File: src/rtl/fsm_requester.sv
// Client-side requester for the req/gnt arbiter protocol: accepts a burst command,
// holds req until the burst is granted or times out, then waits for gnt to drop.
module fsm_requester #(
  parameter int LEN_W   = 4,
  parameter int TIMEOUT = 15,
  parameter int GAP     = 1
) (
  input  logic             clock,
  input  logic             reset_n,
  input  logic             cmd_valid,
  output logic             cmd_ready,
  input  logic [LEN_W-1:0] cmd_len,
  output logic             req,
  input  logic             gnt,
  output logic             beat,
  output logic             done,
  output logic             timeout_err,
  output logic             busy
);

  typedef enum logic [1:0] {
    S_IDLE,
    S_REQ,
    S_XFER,
    S_REL
  } state_t;

  localparam logic [7:0]       TIMEOUT_C = 8'(TIMEOUT);
  localparam logic [3:0]       GAP_C     = 4'(GAP);
  localparam logic [LEN_W-1:0] ONE_BEAT  = LEN_W'(1);

  state_t           state;
  logic [LEN_W-1:0] len_q;
  logic [LEN_W-1:0] beat_cnt;
  logic [7:0]       wait_cnt;
  logic [3:0]       gap_cnt;

  logic [LEN_W-1:0] beat_nxt;
  logic [7:0]       wait_nxt;
  logic [3:0]       gap_nxt;
  logic             last_beat;
  logic             wait_expire;
  logic             gap_expire;

  // NOTE: every signal assigned in always_comb gets a default first, so no path can infer a latch.
  always_comb begin
    beat_nxt    = beat_cnt;
    wait_nxt    = wait_cnt + 8'd1;
    gap_nxt     = gap_cnt + 4'd1;
    last_beat   = 1'b0;
    wait_expire = 1'b0;
    gap_expire  = 1'b0;
    // Beat counter saturates at len rather than wrapping.
    if (beat_cnt != len_q) begin
      beat_nxt = beat_cnt + ONE_BEAT;
    end
    last_beat   = (beat_nxt == len_q);
    wait_expire = (wait_nxt == TIMEOUT_C);
    gap_expire  = (gap_nxt == GAP_C);
  end

  // NOTE: state and registered outputs use non-blocking assignments so every
  // register samples values from before the edge, independent of statement order.
  always_ff @(posedge clock or negedge reset_n) begin
    if (!reset_n) begin
      state       <= S_IDLE;
      len_q       <= ONE_BEAT;
      beat_cnt    <= '0;
      wait_cnt    <= '0;
      gap_cnt     <= '0;
      req         <= 1'b0;
      done        <= 1'b0;
      timeout_err <= 1'b0;
    end else begin
      done        <= 1'b0;
      timeout_err <= 1'b0;
      case (state)
        S_IDLE: begin
          if (cmd_valid) begin
            len_q    <= (cmd_len == '0) ? ONE_BEAT : cmd_len;
            beat_cnt <= '0;
            wait_cnt <= '0;
            gap_cnt  <= '0;
            req      <= 1'b1;
            state    <= S_REQ;
          end
        end
        S_REQ: begin
          if (gnt) begin
            beat_cnt <= beat_nxt;
            if (last_beat) begin
              req     <= 1'b0;
              done    <= 1'b1;
              gap_cnt <= '0;
              state   <= S_REL;
            end else begin
              state <= S_XFER;
            end
          end else begin
            wait_cnt <= wait_nxt;
            if (wait_expire) begin
              req         <= 1'b0;
              timeout_err <= 1'b1;
              gap_cnt     <= '0;
              state       <= S_REL;
            end
          end
        end
        S_XFER: begin
          // A gnt=0 cycle here is a stall: nothing changes, req stays high.
          if (gnt) begin
            beat_cnt <= beat_nxt;
            if (last_beat) begin
              req     <= 1'b0;
              done    <= 1'b1;
              gap_cnt <= '0;
              state   <= S_REL;
            end
          end
        end
        S_REL: begin
          // Only an unbroken run of gnt=0 cycles releases the requester.
          if (gnt) begin
            gap_cnt <= '0;
          end else begin
            gap_cnt <= gap_nxt;
            if (gap_expire) begin
              state <= S_IDLE;
            end
          end
        end
        default: state <= S_IDLE;
      endcase
    end
  end

  assign beat      = req & gnt;
  assign cmd_ready = (state == S_IDLE);
  assign busy      = (state != S_IDLE);

endmodule

File: config.mk
export PLATFORM = sky130hd
export DESIGN_NAME = fsm_requester
export DESIGN_NICKNAME = d
export VERILOG_FILES = /design/src/rtl/fsm_requester.sv
export SDC_FILE = /design/constraint.sdc
export NUM_CORES = 1
export LEC_CHECK = 0
export ABC_AREA = 1
export BUFFER_PORTS_ARGS = -buffer_cell sky130_fd_sc_hd__buf_4
export CORE_UTILIZATION = 62
export CTS_BUF_LIST = sky130_fd_sc_hd__clkbuf_4 sky130_fd_sc_hd__clkbuf_8
export DETAILED_ROUTE_END_ITERATION = 7
export PLACE_DENSITY_LB_ADDON = 0.15
export SLEW_MARGIN = 20
export SYNTH_ARGS = -nofsm -noshare
export SYNTH_HDL_FRONTEND = slang
export SYNTH_SLANG_ARGS = --single-unit
File: constraint.sdc
create_clock -name clock -period 2.4 [get_ports clock]
set_clock_uncertainty 0.2 [all_clocks]
set_input_delay 0.6 -clock clock [delete_from_list [all_inputs] [get_ports clock]]
set_output_delay 0.6 -clock clock [all_outputs]
set_load 0.02 [all_outputs]
==> flow_summary.json, run 1 <==
{
  "relSlewSlack": 0.657,
  "finalSetupViolCount": 0,
  "maxCapViolations": 0,
  "reg2reg_depth": 13,
  "crit_required_ns": 2.43,
  "die_y_um": 54.3,
  "ctsResizeCount": 0,
  "clockRootBuffer": "clkbuf_4",
  "synth-seq-area-share": 0.370,
  "worst_pin_slew_ns": 0.509,
  "async_reset_ff_frac": 1.00,
  "yosysWarnings": 0,
  "dp_hpwl_um": 2470,
  "leakage_uw": 0.000983,
  "whs_ns": 0.312,
  "grt_start_max_net_pins": 26,
  "grt_overflow": 0,
  "rsz0062_at_grt": "no",
  "fmax_mhz": 457,
  "hold_viol": 0,
  "ff2ff_setup_slack_ns": 0.21,
  "track_usage": 0.256,
  "holdPathEnd": "len_q[0]",
  "endpoint_kind": "flip-flop",
  "post-cts-setup-buffer-count": 0,
  "first_global_vias": 1272,
  "core-area_mm2": 0.00252,
  "synth_top_area_share": 0.355,
  "synthesis.nets": 253,
  "finalInstanceArea_mm2": 0.00187,
  "dp_slack_ns": 0.259,
  "antenna_found_initial": 0,
  "synthFlopType": "dfrtp_1",
  "synth_cell_types": 26,
  "finalCritPeriodShare": 0.911,
  "die_x_um": 54.3,
  "setup.worst_path.class": "flip-flop to flip-flop",
  "maxSlewViolCount": 0,
  "post-route-drc-count": 0,
  "r2r-start": "len_q[0]",
  "drt_first_pass_iters": 4,
  "die-area_mm2": 0.00294,
  "yosys-top-cells-count": "nand2_1 (70), inv_1 (34), nand3_1 (30), dfrtp_1 (24), o21ai_0 (13)",
  "first_iter_violations": 59,
  "ant_nets": 0,
  "wl_per_cell_um": 11.6,
  "io_buffers": 13,
  "io_pins": 14,
  "syn_area_per_cell_um2": 7.20,
  "cellPowerDensity_mw_per_mm2": 1270,
  "antenna_cells": 0,
  "outcome": "finished, final reports clean",
  "hold_path_class": "flip-flop to flip-flop",
  "synth-edff-count": 0,
  "cts_tree": "yes",
  "grt_pass1_wl_um": 5400,
  "dpl_cell_area_mm2": 0.00183,
  "cp-start-kind": "flip-flop",
  "synth_cells": 235,
  "worstReg2RegEnd": "state[0]",
  "routed_via_density": 5.36,
  "clk_latency_ns": 0.33,
  "synth_largest_area_cell": "dfrtp_1",
  "crit_path_max_fanout": 8,
  "synth_area_leaders": "dfrtp_1 (35%), nand2_1 (16%), nand3_1 (8.9%), inv_1 (7.5%), ha_1 (7.4%)",
  "cts_hold_buf": 1,
  "routabilityCongestion": 0.872,
  "vdd.ir_drop.worst_uv": 931,
  "drive_gt1_frac": 0.123,
  "crit_arrival_ns": 2.22,
  "fill_cells": 210,
  "htreeDepth": 1,
  "period_minus_slack_ns": 2.19,
  "synth_most_common_cell": "nand2_1",
  "synthesis.area_mm2": 0.00169,
  "num-nets-final": 272,
  "ys_ff_latch": 25,
  "fin_ws_ns": 0.213,
  "setup_tns_ns": 0,
  "start_util": 0.671,
  "clock_sinks": 25,
  "syn2layout_area_growth_pct": 10.6,
  "worstHoldPathCells": 2,
  "cts_buffers": 3,
  "routed_wl_um": 3290,
  "cts_buffer_depth": 2,
  "rows": 18,
  "vias": 1517,
  "clkTransAtPathRegs_ns": 0.14,
  "hp-start": "len_q[0]"
}
layout by cell type (no fill, tap or decap), types with 3 or more instances in the layout:
cell type / netlist / layout
inv_1: 34 / 34
o22ai_1: 6 / 6
nand3_1: 30 / 30
o21ai_0: 13 / 13
nor2_2: 3 / 3
dfrtp_1: 24 / 24
clkbuf_4: 0 / 3
a21oi_1: 3 / 3
inv_2: 3 / 3
o21ai_1: 6 / 6
ha_1: 10 / 10
buf_4: 0 / 14
nor2_1: 11 / 11
xor2_1: 5 / 5
nand2_1: 70 / 70
routing by layer:
| layer | track usage | part of all wire | wire length [um] | vias to the layer above |
|---|---|---|---|---|
| met5 | 0 | 0 | 0 | - |
| met4 | 0.0897 | 0.013 | 44 | 0 |
| met3 | 0.0333 | 0.026 | 84 | 5 |
| met2 | 0.417 | 0.46 | 1520 | 24 |
| li1 | - | - | - | 791 |
| met1 | 0.349 | 0.50 | 1650 | 697 |
final cells by class:
cell class                 count  area (um2)  share of cell area
clock buffer                   3        22.5              0.0120
clock inverter                 1        7.51             0.00401
inverter                      37         139              0.0742
multi-input combinational    172         923               0.493
sequential                    25         627               0.335
tap                           30        37.5              0.0201
timing repair buffer          15         115              0.0615
worst max path at each step:
stage	start	endpoint	slack [ns]
after detailed placement	len_q[0]	state[0]	0.26
after CTS	state[0]	busy	0.22
final	len_q[0]	state[0]	0.21
after global placement	state[0]	beat_cnt[0]	0.30
after global routing	wait_cnt[0]	gap_cnt[1]	0.01
after floorplan	state[0]	beat_cnt[0]	0.34
worst max-delay path, stage by stage, from the launching register on:
cell and delay [ns]:
dfstp_2 0.57, inv_1 0.04, nand2_1 0.06, nand2_1 0.09, nor2_4 0.21, nand3_1 0.14
nand3_1 0.11, nand2_1 0.06, nor2_2 0.15, nand2_4 0.11, a21oi_4 0.18, nand2_1 0.07
nand2_1 0.06, nand2_1 0.05
registers in the layout, summed over array words and instances (netlist names):
| signal | cells |
|---|---|
| wait_cnt | 8 |
| state | 2 |
| gap_cnt | 4 |
| len_q | 4 |
| done | 1 |
| req | 1 |
| timeout_err | 1 |
| beat_cnt | 4 |
stage by stage:
stage,cells,total power [uW],util
4_1_cts,283,2380,0.742
3_3_place_gp,278,2140,0.726
5_1_grt,283,2600,0.742
2_1_floorplan,235,1830,-
3_5_place_dp,278,2180,0.726
6_report,283,2380,0.742
logic make-up (layout without fill, tap and decap cells):
logic type / after synthesis / in the layout / synth area share
XOR/XNOR: 7 / 7 / 0.0362
AND/OR/NAND/NOR: 123 / 123 / 0.325
buffers and inverters: 38 / 56 / 0.0843
adder cells (fa/ha/maj): 10 / 10 / 0.0739
AO/OA/AOI/OAI: 32 / 32 / 0.110
flip-flops: 25 / 25 / 0.370
power by group:
part	total [uW]	internal (uW)	switching, uW
Combinational	1480	524	955
Sequential	702	554	148
Clock	195	63.8	131
Total	2380	1140	1230
(Power assumes the default switching activity.)
==> inputs of run 2 (changes only) <==
--- a/config.mk
+++ b/config.mk
@@ -7,7 +7,7 @@
 export LEC_CHECK = 0
 export ABC_AREA = 1
 export BUFFER_PORTS_ARGS = -buffer_cell sky130_fd_sc_hd__buf_4
-export CORE_UTILIZATION = 62
+export CORE_UTILIZATION = 50
 export CTS_BUF_LIST = sky130_fd_sc_hd__clkbuf_4 sky130_fd_sc_hd__clkbuf_8
 export DETAILED_ROUTE_END_ITERATION = 7
 export PLACE_DENSITY_LB_ADDON = 0.15
==> run 2 against run 1 <==
  * Global-route usage is 4.1 points lower
  * Total power hardly changed
  * Register-to-register slack better by 0.07 ns
  * Largest power group unchanged
  * Critical path depth is 1 lower
==> flow_summary.json, run 2 (synthesis gave the netlist of run 1 again) <==
{
  "clkPwrFrac": 0.087,
  "finalCritPeriodShare": 0.884,
  "drt_first_pass_iters": 4,
  "p_int_uw": 1160,
  "rsz0062_at_grt": "no",
  "syn2layout_area_growth_pct": 11.8,
  "die-area_mm2": 0.00362,
  "hold_viol": 0,
  "die_y_um": 60.2,
  "post-cts-setup-buffer-count": 0,
  "hold_path_class": "flip-flop to flip-flop",
  "finalSetupViolCount": 0,
  "switching_power_uw": 1220,
  "period_minus_slack_ns": 2.12,
  "setup_tns_ns": 0,
  "clkTransAtPathRegs_ns": 0.14,
  "grt_overflow": 0,
  "ant_nets": 0,
  "maxSlewViolCount": 0,
  "cts_buffers": 3,
  "track_usage": 0.215,
  "grt_pass1_wl_um": 5770,
  "drive_gt1_frac": 0.126,
  "dp_cells": 292,
  "crit_arrival_ns": 2.19,
  "vdd.ir_drop.worst_uv": 569,
  "start_util": 0.541,
  "crit_required_ns": 2.46,
  "dp_hpwl_um": 2530,
  "final_common_cell": "nand2_1",
  "fmax_mhz": 471,
  "routed_via_density": 5.03,
  "clockRootBuffer": "clkbuf_4",
  "largest_reg_flops": 8,
  "setup.worst_path.class": "flip-flop to flip-flop",
  "cts_tree": "yes",
  "htreeDepth": 1,
  "antenna_found_initial": 0,
  "core-area_mm2": 0.00313,
  "cts_buffer_depth": 2,
  "die_x_um": 60.2,
  "first_iter_violations": 98,
  "crit_path_max_fanout": 6,
  "clk_latency_ns": 0.33,
  "io_pins": 14,
  "outcome": "finished, final reports clean",
  "routed_wl_um": 3340,
  "io_buffers": 13,
  "routabilityCongestion": 0.921,
  "largest_register": "wait_cnt",
  "post-route-drc-count": 0,
  "combPwrFrac": 0.619,
  "swShare": 0.513,
  "num-nets-final": 272,
  "vias": 1493,
  "wl_per_cell_um": 11.3,
  "maxCapViolations": 0,
  "leakage_uw": 0.000988,
  "worst_pin_slew_ns": 0.498,
  "antenna_cells": 0,
  "cp-start-kind": "flip-flop",
  "clock_sinks": 25,
  "grt_start_max_net_pins": 26,
  "rows": 20,
  "fin_cells": 297,
  "first_global_vias": 1343,
  "endpoint_kind": "flip-flop",
  "seq_power_share": 0.294,
  "cellPowerDensity_mw_per_mm2": 1260,
  "relSlewSlack": 0.664,
  "layout_common_cells": "nand2_1 (70), inv_1 (34), nand3_1 (30)"
}
[run 2: changes by cell type in the layout (fill, tap and decap cells not counted), sizes merged]
cell      change
clkbuf        +1
clkinvlp      -1
[run 2: power by group through the flow]
stage	Clock (uW)	Combinational [uW]	Sequential [uW]
floorplan	0	1140	688
global placement	0	1460	706
detailed placement	0	1460	706
CTS	218	1470	698
global route	226	1700	723
finish	206	1470	699
[run 2: final timing paths]
check                                 start         end  slack (ns)  depth (start not counted)
worst max-delay path            wait_cnt[0]  gap_cnt[1]        0.28                         12
worst min-delay path               len_q[0]    len_q[0]        0.32                          2
worst max register to register  wait_cnt[0]  gap_cnt[1]        0.28                         12
worst min register to register     len_q[0]    len_q[0]        0.32                          2
max in group asynchronous           reset_n    len_q[0]        1.19                          2
min in group asynchronous           reset_n         req        0.50                          2
[run 2: what timing repair did]
action / in CTS / in global routing
hold buffers: 1 / 0
endpoints found under the setup margin: 0 / 3
gates resized for setup: 0 / 1
endpoints found under the hold margin: 24 / 0
[run 2: cell type report]
cell class                 instances  area [um2]
clock buffer                       4        30.0
fill                             308        1240
inverter                          37         139
multi-input combinational        172         926
sequential                        25         627
tap                               44        55.1
timing repair buffer              15         115
[run 2: through the flow]
| stage | hold slack (ns) | instance area (um2) | setup slack [ns] | total power, uW | util |
|---|---|---|---|---|---|
| 5_1_grt | 0.343 | 1890 | 0.0462 | 2640 | 0.605 |
| 4_1_cts | 0.323 | 1890 | 0.204 | 2390 | 0.604 |
| 2_1_floorplan | 0.104 | 1690 | 0.342 | 1830 | - |
| 6_report | 0.323 | 1890 | 0.278 | 2380 | 0.605 |
| 3_3_place_gp | 0.299 | 1850 | 0.251 | 2170 | 0.591 |
| 3_5_place_dp | 0.303 | 1850 | 0.236 | 2170 | 0.591 |
[run 2: critical path, stage by stage, from the launching register on]
cell	delay, ns
dfrtp_1	0.44
ha_1	0.24
xor2_1	0.17
nand2_1	0.08
nor2_1	0.10
nand2_1	0.06
nor2_1	0.08
nand2_1	0.08
nand2_1	0.09
nand2_1	0.16
nor2_2	0.20
nand2_1	0.08
o21ai_1	0.08
[run 2: routing by layer]
metal,wire [um],track usage,vias to the layer above
li1,-,-,793
met2,1470,0.317,19
met4,72,0.0997,0
met5,0,0,-
met1,1710,0.312,674
met3,95,0.0260,7
==> inputs of run 3 (changes only) <==
==> constraint.sdc (replaced) <==
create_clock -name clock -period 2.4 [get_ports clock]
set_clock_uncertainty 0.2 [all_clocks]
set_input_delay 0.6 -clock clock [delete_from_list [all_inputs] [get_ports clock]]
set_output_delay 0.6 -clock clock [all_outputs]
set_load 0.05 [all_outputs]
==> run 3 against run 2 <==
  * Global-route usage fell by 0.25 points
  * Non-clock buffer count rose by 1
  * Final cell count rose by 0.34%
  * Sequential cell count did not move
  * Total power rose by 4.4%
  * First-iteration DRC count fell by 31%
==> flow_summary.json, run 3 (synthesis gave the netlist of run 1 again) <==
{
  "outcome": "finished, final reports clean",
  "grt_pass1_wl_um": 5740,
  "first_global_vias": 1325,
  "cts_tree": "yes",
  "routabilityCongestion": 0.824,
  "maxCapViolations": 0,
  "routed_via_density": 5.02,
  "endpoint_kind": "output port",
  "crit_arrival_ns": 1.38,
  "setup_tns_ns": 0,
  "period_minus_slack_ns": 2.18,
  "routed_wl_um": 3420,
  "syn2layout_area_growth_pct": 12.2,
  "die-area_mm2": 0.00362,
  "wl_per_cell_um": 11.5,
  "largest_reg_flops": 8,
  "hold_path_class": "flip-flop to flip-flop",
  "crit_required_ns": 1.60,
  "finalCritPeriodShare": 0.908,
  "cts_buffers": 3,
  "grt_start_max_net_pins": 26,
  "vdd.ir_drop.worst_uv": 901,
  "io_buffers": 13,
  "core-area_mm2": 0.00313,
  "maxSlewViolCount": 0,
  "clock_sinks": 25,
  "rows": 20,
  "fin_ws_ns": 0.221,
  "io_pins": 14,
  "fmax_mhz": 459,
  "num-nets-final": 273,
  "die_y_um": 60.2,
  "fill_cells": 306,
  "layout_common_cells": "nand2_1 (70), inv_1 (34), nand3_1 (30)",
  "die_x_um": 60.2,
  "crit_path_max_fanout": 5,
  "post-route-drc-count": 0,
  "antenna_found_initial": 0,
  "grt_overflow": 0,
  "finalSetupViolCount": 0,
  "final_common_cell": "nand2_1",
  "first_iter_violations": 68,
  "hold_viol": 0,
  "clkTransAtPathRegs_ns": 0.14,
  "drive_gt1_frac": 0.134,
  "vias": 1496,
  "worstHoldPathCells": 2,
  "cts_buffer_depth": 2,
  "rsz0062_at_grt": "no",
  "clk_latency_ns": 0.32,
  "dp_slack_ns": 0.282,
  "setup.worst_path.class": "flip-flop to output port",
  "start_util": 0.541,
  "leakage_uw": 0.000991,
  "htreeDepth": 1,
  "dp_hpwl_um": 2660,
  "ant_nets": 0,
  "reg2reg_depth": 13,
  "worst_pin_slew_ns": 0.346,
  "largest_register": "wait_cnt",
  "clockRootBuffer": "clkbuf_4",
  "post-cts-setup-buffer-count": 0,
  "cellPowerDensity_mw_per_mm2": 1310,
  "antenna_cells": 0,
  "track_usage": 0.213,
  "drt_first_pass_iters": 4,
  "regArea_um2": 627,
  "relSlewSlack": 0.769,
  "cp-start-kind": "flip-flop",
  "multi_input_area_um2": 928
}
==> run 3: cell count changes in the layout (fill, tap and decap cells not counted), sizes merged <==
cell / previous run / this run
clkinv: 0 / 1
clkbuf: 4 / 3
buf: 14 / 15
==> run 3: report_power, final <==
part           switching, uW  leakage (uW)  total, uW  internal, uW
sequential               145      0.000327        698           554
combinational           1040      0.000646       1590           547
clock                    129     0.0000177        191          62.3
==> run 3: worst paths after layout <==
kind                            startpoint        to  slack, ns
worst min register to register    len_q[0]  len_q[0]       0.33
worst min-delay path              len_q[0]  len_q[0]       0.33
max in group asynchronous          reset_n  len_q[0]       1.18
worst max-delay path              state[0]      busy       0.22
worst max register to register    len_q[0]  state[0]       0.26
min in group asynchronous          reset_n       req       0.52
==> run 3: layout make-up <==
cell class,instances,share of cell area
multi-input combinational,172,0.489
sequential,25,0.330
inverter,37,0.0731
timing repair buffer,16,0.0646
tap,44,0.0290
clock buffer,3,0.0119
clock inverter,1,0.00264
==> run 3: worst max-delay path: stages (launching register included) <==
cell	delay, ns
dfrtp_1	0.44
inv_1	0.11
ha_2	0.21
inv_1	0.10
buf_4	0.21
==> run 3: what timing repair did <==
action                                 in CTS  in global routing
hold buffers                                1                  0
setup endpoints to repair                   0                  2
resized for setup                           0                  1
endpoints found under the hold margin      24                  0
==> run 3: routing by layer <==
layer | share of wire | GRT usage
met5 | 0 | 0
met4 | 0.0061 | 0.0598
met3 | 0.025 | 0.0195
met2 | 0.45 | 0.356
met1 | 0.52 | 0.291
==> run 3: through the flow <==
step | power, uW | hold WS (ns) | instances | instance area (um2) | util
2_1_floorplan | 1920 | 0.104 | 235 | 1700 | -
3_3_place_gp | 2270 | 0.294 | 293 | 1860 | 0.594
3_5_place_dp | 2290 | 0.310 | 293 | 1860 | 0.594
4_1_cts | 2490 | 0.331 | 298 | 1900 | 0.606
5_1_grt | 2730 | 0.359 | 298 | 1900 | 0.607
6_report | 2480 | 0.327 | 298 | 1900 | 0.607
